==> src/rtl/operand_entry_pkg.sv <==
// Shared constants and state encoding for the keypad operand accumulator.
// Latency: n/a (package only).
// Backpressure: n/a (package only).
package operand_entry_pkg;

  localparam int NUM_W      = 25;
  localparam int MAX_DIGITS = 7;

  // dot_pos value shown when no decimal point has been typed
  localparam logic [3:0] DOT_NONE = 4'd10;

  localparam logic [4:0] KEY_DOT   = 5'd10;
  localparam logic [4:0] KEY_NEG   = 5'd11;
  localparam logic [4:0] KEY_BKSP  = 5'd12;
  localparam logic [4:0] KEY_ENTER = 5'd13;

  typedef enum logic [1:0] {
    ST_INT  = 2'd0,
    ST_FRAC = 2'd1,
    ST_BUSY = 2'd2,
    ST_DONE = 2'd3
  } state_t;

  function automatic logic is_digit(input logic [4:0] k);
    return k <= 5'd9;
  endfunction

endpackage

==> src/rtl/operand_entry_div10.sv <==
// Restoring divide-by-10 of an NUM_W-bit unsigned value, one quotient bit per cycle.
// Latency: done is high in the NUM_W-th cycle after start, with quotient valid alongside it.
// Backpressure: none; start is only issued when idle, abort drops any divide in flight.
module div10_seq
  import operand_entry_pkg::*;
(
  input  logic             clk,
  input  logic             rst_n,
  input  logic             start,
  input  logic             abort,
  input  logic [NUM_W-1:0] dividend,
  output logic             done,
  output logic [NUM_W-1:0] quotient
);

  localparam int STEP_W = $clog2(NUM_W + 1);
  localparam logic [STEP_W-1:0] STEPS = STEP_W'(NUM_W);

  logic              busy;
  logic [STEP_W-1:0] steps;
  logic [NUM_W-1:0]  q;
  logic [3:0]        rem;

  logic [4:0]        shifted;
  logic [4:0]        diff;
  logic              ge;
  logic [3:0]        rem_nxt;
  logic [NUM_W-1:0]  q_nxt;

  // One restoring step: bring in the next dividend bit, subtract 10 when it fits.
  always_comb begin
    shifted = {rem, q[NUM_W-1]};
    diff    = shifted - 5'd10;
    ge      = (shifted >= 5'd10);
    rem_nxt = ge ? diff[3:0] : shifted[3:0];
    q_nxt   = {q[NUM_W-2:0], ge};
  end

  // The last step's result is presented combinationally so the caller can take it on the same edge.
  assign done     = busy && (steps == STEP_W'(1));
  assign quotient = q_nxt;

  // Iteration state: dividend shifts out of q as quotient bits shift in.
  always_ff @(posedge clk or negedge rst_n) begin
    if (!rst_n) begin
      busy  <= 1'b0;
      steps <= '0;
      q     <= '0;
      rem   <= '0;
    end else if (abort) begin
      busy  <= 1'b0;
      steps <= '0;
    end else if (start) begin
      busy  <= 1'b1;
      steps <= STEPS;
      q     <= dividend;
      rem   <= '0;
    end else if (busy) begin
      q     <= q_nxt;
      rem   <= rem_nxt;
      steps <= steps - STEP_W'(1);
      if (steps == STEP_W'(1)) begin
        busy <= 1'b0;
      end
    end
  end

endmodule

==> src/rtl/operand_entry.sv <==
// Builds a display operand (value, digit count, sign, decimal point) from decoded keypad keys.
// Latency: outputs update the cycle after a key is accepted; backspace takes NUM_W cycles.
// Backpressure: ready drops during a backspace divide; keys offered while ready is low are dropped.
module operand_entry
  import operand_entry_pkg::*;
(
  input  logic             clk,
  input  logic             rst_n,
  input  logic             clear,
  input  logic             key_valid,
  input  logic [4:0]       key_code,
  output logic             ready,
  output logic [NUM_W-1:0] num,
  output logic [2:0]       num_length,
  output logic             sign,
  output logic [3:0]       dot_pos,
  output logic             mode,
  output logic             operand_valid,
  output logic             entry_err
);

  state_t           state, state_n, ret_state, ret_n;
  logic [2:0]       cnt, cnt_n;
  logic [2:0]       frac, frac_n;
  logic [NUM_W-1:0] num_n;
  logic             sign_n, mode_n;
  logic [3:0]       dp_n;
  logic             ov_n, err_n;

  logic             acc;
  logic             div_start;
  logic             div_done;
  logic [NUM_W-1:0] div_q;
  logic [NUM_W-1:0] digit;

  assign ready      = (state != ST_BUSY);
  assign acc        = key_valid && ready && !clear;
  assign digit      = NUM_W'(key_code[3:0]);
  assign num_length = (cnt == 3'd0) ? 3'd1 : cnt;

  div10_seq u_div10 (
    .clk      (clk),
    .rst_n    (rst_n),
    .start    (div_start),
    .abort    (clear),
    .dividend (num),
    .done     (div_done),
    .quotient (div_q)
  );

  // Next-state and next-operand decode for the accepted key or a finishing divide.
  always_comb begin
    state_n   = state;
    ret_n     = ret_state;
    num_n     = num;
    cnt_n     = cnt;
    frac_n    = frac;
    sign_n    = sign;
    dp_n      = dot_pos;
    mode_n    = mode;
    ov_n      = 1'b0;
    err_n     = 1'b0;
    div_start = 1'b0;

    if (acc) begin
      // After ENTER, a new digit or dot starts a fresh operand before being applied.
      if (state == ST_DONE && (is_digit(key_code) || key_code == KEY_DOT)) begin
        state_n = ST_INT;
        num_n   = '0;
        cnt_n   = 3'd0;
        frac_n  = 3'd0;
        sign_n  = 1'b0;
        dp_n    = DOT_NONE;
        mode_n  = 1'b0;
      end

      if (is_digit(key_code)) begin
        if (cnt_n == 3'(MAX_DIGITS)) begin
          err_n = 1'b1;
        end else if (!(state_n == ST_INT && cnt_n == 3'd0 && key_code == 5'd0)) begin
          num_n = (num_n << 3) + (num_n << 1) + digit;
          cnt_n = cnt_n + 3'd1;
          if (state_n == ST_FRAC) begin
            frac_n = frac_n + 3'd1;
            dp_n   = {1'b0, frac_n};
          end
        end
      end else begin
        case (key_code)
          KEY_DOT: begin
            if (state_n == ST_FRAC) begin
              err_n = 1'b1;
            end else begin
              state_n = ST_FRAC;
              mode_n  = 1'b1;
              dp_n    = 4'd0;
              // A bare dot reads as "0." so it occupies one display digit.
              if (cnt_n == 3'd0) begin
                cnt_n = 3'd1;
              end
            end
          end
          KEY_NEG: begin
            sign_n = ~sign;
          end
          KEY_BKSP: begin
            if (state == ST_FRAC && frac == 3'd0) begin
              state_n = ST_INT;
              mode_n  = 1'b0;
              dp_n    = DOT_NONE;
            end else if (state != ST_DONE && cnt != 3'd0) begin
              state_n   = ST_BUSY;
              ret_n     = state;
              div_start = 1'b1;
            end
          end
          KEY_ENTER: begin
            ov_n    = 1'b1;
            state_n = ST_DONE;
          end
          default: begin
          end
        endcase
      end
    end else if (state == ST_BUSY && div_done) begin
      num_n   = div_q;
      state_n = ret_state;
      if (ret_state == ST_FRAC) begin
        frac_n = frac - 3'd1;
        dp_n   = {1'b0, frac_n};
        cnt_n  = (cnt <= 3'd1) ? 3'd1 : cnt - 3'd1;
      end else begin
        cnt_n = cnt - 3'd1;
      end
    end
  end

  // State and operand registers; clear wins over any key in the same cycle.
  always_ff @(posedge clk or negedge rst_n) begin
    if (!rst_n) begin
      state         <= ST_INT;
      ret_state     <= ST_INT;
      num           <= '0;
      cnt           <= 3'd0;
      frac          <= 3'd0;
      sign          <= 1'b0;
      dot_pos       <= DOT_NONE;
      mode          <= 1'b0;
      operand_valid <= 1'b0;
      entry_err     <= 1'b0;
    end else if (clear) begin
      state         <= ST_INT;
      ret_state     <= ST_INT;
      num           <= '0;
      cnt           <= 3'd0;
      frac          <= 3'd0;
      sign          <= 1'b0;
      dot_pos       <= DOT_NONE;
      mode          <= 1'b0;
      operand_valid <= 1'b0;
      entry_err     <= 1'b0;
    end else begin
      state         <= state_n;
      ret_state     <= ret_n;
      num           <= num_n;
      cnt           <= cnt_n;
      frac          <= frac_n;
      sign          <= sign_n;
      dot_pos       <= dp_n;
      mode          <= mode_n;
      operand_valid <= ov_n;
      entry_err     <= err_n;
    end
  end

endmodule

==> config.mk <==
export PLATFORM = sky130hd
export DESIGN_NAME = operand_entry
export DESIGN_NICKNAME = d
export VERILOG_FILES = /design/src/rtl/operand_entry_pkg.sv /design/src/rtl/operand_entry_div10.sv /design/src/rtl/operand_entry.sv
export SDC_FILE = /design/constraint.sdc
export NUM_CORES = 1
export LEC_CHECK = 0
export CAP_MARGIN = 20
export CORE_MARGIN = 2
export CORE_UTILIZATION = 40
export DETAILED_ROUTE_END_ITERATION = 10
export PLACE_DENSITY_LB_ADDON = 0.12
export SKIP_LAST_GASP = 1
export SYNTH_ARGS = -nofsm -noshare
export SYNTH_HDL_FRONTEND = slang
export SYNTH_SLANG_ARGS = --single-unit
==> constraint.sdc <==
create_clock -name clk -period 4.1 [get_ports clk]
set_input_delay 0.615 -clock clk [delete_from_list [all_inputs] [get_ports clk]]
set_output_delay 0.615 -clock clk [all_outputs]
set_load 0.03 [all_outputs]
==> flow_summary.ini <==
[yosys]
ys_top_cells_by_area = dfrtp_1, ha_1, nand2_1
syn_area_per_cell_sq_um = 8.41
syn_inst = 722
ys_types = 67
synth_edf_count = 0
synth-async-reset-ratio_pct = 100
yosysMostFrequentCell = nand2_1
synth_top_area_share_pct = 31.3
synth_common_cells = nand2_1, dfrtp_1, a21oi_1
synth_area_sq_mm = 0.00607
synth_seq_cells = 78
synthFlopType = dfrtp_1
synth_area_leader_cell = dfrtp_1
synthesis.nets = 788
yosysSeqAreaShare_pct = 32.2
yosys_warnings = 0

[timing]
tightestPinTransition_ps = 914
finClkSkew_ps = 7.78
post-route-period-util_pct = 95.5
finalSetupViolCount = 0
hold_viol = 0
grt_setup_unrepaired = false
layout_setup_ws_ps = 183
slew_headroom_pct = 38.9
finalCriticalPeriod_ps = 3920
fmax_mhz = 255
fin_tns_setup_ps = 0
slew_viol_final = 0

[route]
drtIter0Drc = 431
route.detailed.wl_per_inst_um = 18.5
dr_wl_met3_um = 820
vias = 5886
met1Wirelength_um = 8610
wl_met2_um = 8880
postRouteAntennaNets = 0
dr.pass1.iters = 5
top_layer_used = met4
via_per_inst = 5.78
drc = 0
wl_um = 18900

[clock_tree]
clk_pin_slew_ps = 60
clk_latency_ps = 350
clock_path_buffers = 2
postCtsHoldBufs = 0
cts_tree = built
cts-htree-levels = 3
cts_buffers = 9
clockRootBuffer = clkbuf_16
cts_sinks = 78

[setup_path]
arrival_ps = 4160
crit_start = key_code[1]
crit_path_start_kind = primary input
cp_slowest_cell = a211o_4
worstReg2RegStart = state[0]
critPathTopFamily = compound AO/OA/AOI/OAI gates
worst_r2r_path_depth = 14
critPathMaxStageDelay_ps = 380
endpoint_kind = register
critPathBufInv = 1
crit_cells = 15
critical_path_peak_fanout = 7
path_cells = dlymetal6s2s_1, a21o_1, a211o_4, and2_4, ha_4, ha_4, fa_2, a21o_1, a221oi_4, a311o_2, nand4b_4, a31o_4, a2111oi_4, nor2_2, a2111oi_2
crit_required_ps = 4340
path_class = in -> reg

[global_route]
grt_start_max_net_pins = 79
antenna_found_initial = 0
grt_pass1_wl_um = 31100
grt_overflow = 0
grt_pass1_vias = 5955
grtUsageTotal_pct = 24.4

[power]
total_power_w = 0.00238
p_per_area_mw_per_mm2 = 308
power.leakage_nw = 3.48
ir_worst_vdd_uv = 172

[cells_and_area]
drive_gt1_share_pct = 16.0
fill_cells = 1446
final_nets = 891
fin_area_sq_mm = 0.00771
diodes = 0
syn_to_final_growth_pct = 27.0
fin_cells = 1018

[place]
placed_cells = 997
io_buffers = 45
place.gp.congestion = 0.903
placed_cell_area_sq_mm = 0.00728
place_hpwl_um = 13300
post-place-ws_ps = -479

[outcome]
status = finished clean

[die]
die_y_um = 127
fp.dieArea_sq_mm = 0.0162
initial_core_util_pct = 40.4
core_area_sq_mm = 0.0150
rows = 45
die_w_um = 127
io_pins = 46

[worst_hold_path]
hold_class = in -> async

[flow_run]
cap_violations = 0
## sequential cells by signal (all words and copies together) (netlist names)
| name | flops |
|---|---|
| num | 25 |
| state | 2 |
| entry_err | 1 |
| u_div10.rem | 4 |
| u_div10.steps | 5 |
| ret_state | 2 |
| mode | 1 |
| cnt | 3 |
| frac | 3 |
| sign | 1 |
| u_div10.q | 25 |
| u_div10.busy | 1 |
| dot_pos | 4 |
| operand_valid | 1 |
## layout make-up
cell class | instances | area [sq um] | area share [%]
timing repair buffer | 134 | 1160 | 15.1
inverter | 20 | 75.1 | 0.974
multi-input combinational | 582 | 3980 | 51.6
clock inverter | 3 | 42.5 | 0.552
tap | 188 | 235 | 3.05
sequential | 78 | 1950 | 25.3
clock buffer | 13 | 260 | 3.37
## through the flow
step	hold slack [ps]	util, %
finish	252	51.3
global route	288	51.3
CTS	497	50.7
detailed placement	491	48.4
global placement	480	48.4
floorplan	319	-
## layer usage
| layer | up-vias | global-route usage [%] |
|---|---|---|
| met5 | - | 0 |
| met4 | 0 | 10.3 |
| met3 | 38 | 3.48 |
| met2 | 168 | 39.8 |
| met1 | 2849 | 32.5 |
| li1 | 2831 | - |
## final timing paths
| path | slack [ps] | to |
|---|---|---|
| min | 250 | u_div10.steps[0] |
| min reg2reg | 500 | dot_pos[1] |
| max in group asynchronous | 3230 | u_div10.q[18] |
| max | 180 | num[22] |
| min in group clk | 500 | dot_pos[1] |
| max reg2reg | 320 | num[22] |
## worst reg2reg max path, cell delays in order, from the launching register on
cell       delay, ps
dfrtp_1          350
nand2_1          130
a211o_4          380
and2_4           190
ha_4             240
ha_4             160
fa_2             360
a21o_1           230
a221oi_4         300
a311o_2          250
nand4b_4         110
a31o_4           270
a2111oi_4        370
nor2_2            80
a2111oi_2        270
## logic make-up after synthesis
family,count (synthesis),share of synthesized area (%)
muxes,34,5.63
and+or+nand+nor,238,18.2
AOI/OAI and AO/OA,228,24.4
adders and majority gates,57,11.9
xor gates and xnor gates,25,3.61
buffers and inverters,62,4.06
DFF,78,32.2
## repair_timing
action / 4_1_cts / 5_1_grt
endpoints found under the hold margin: 0 / 0
pin swaps: 2 / 9
setup buffers: 1 / 3
endpoints found under the setup margin: 5 / 10
gates resized for setup: 3 / 12
## placed cells by master (no fill, tap or decap), types with 15 or more instances in the layout
master / Yosys / final
buf_4: 1 / 87
nand2_1: 103 / 103
inv_1: 19 / 19
nor2_1: 49 / 48
clkdlybuf4s50_1: 0 / 38
mux2i_1: 33 / 33
ha_1: 56 / 52
o21ai_1: 41 / 40
and2_1: 24 / 23
xnor2_1: 15 / 15
nor3_1: 17 / 16
dfrtp_1: 76 / 76
a21oi_1: 68 / 66
## report_power, final
group	switching, W	internal (W)
sequential	0.0000525	0.000817
clock	0.000340	0.000505
combinational	0.000371	0.000292
Power figures use the tool's default switching activity.
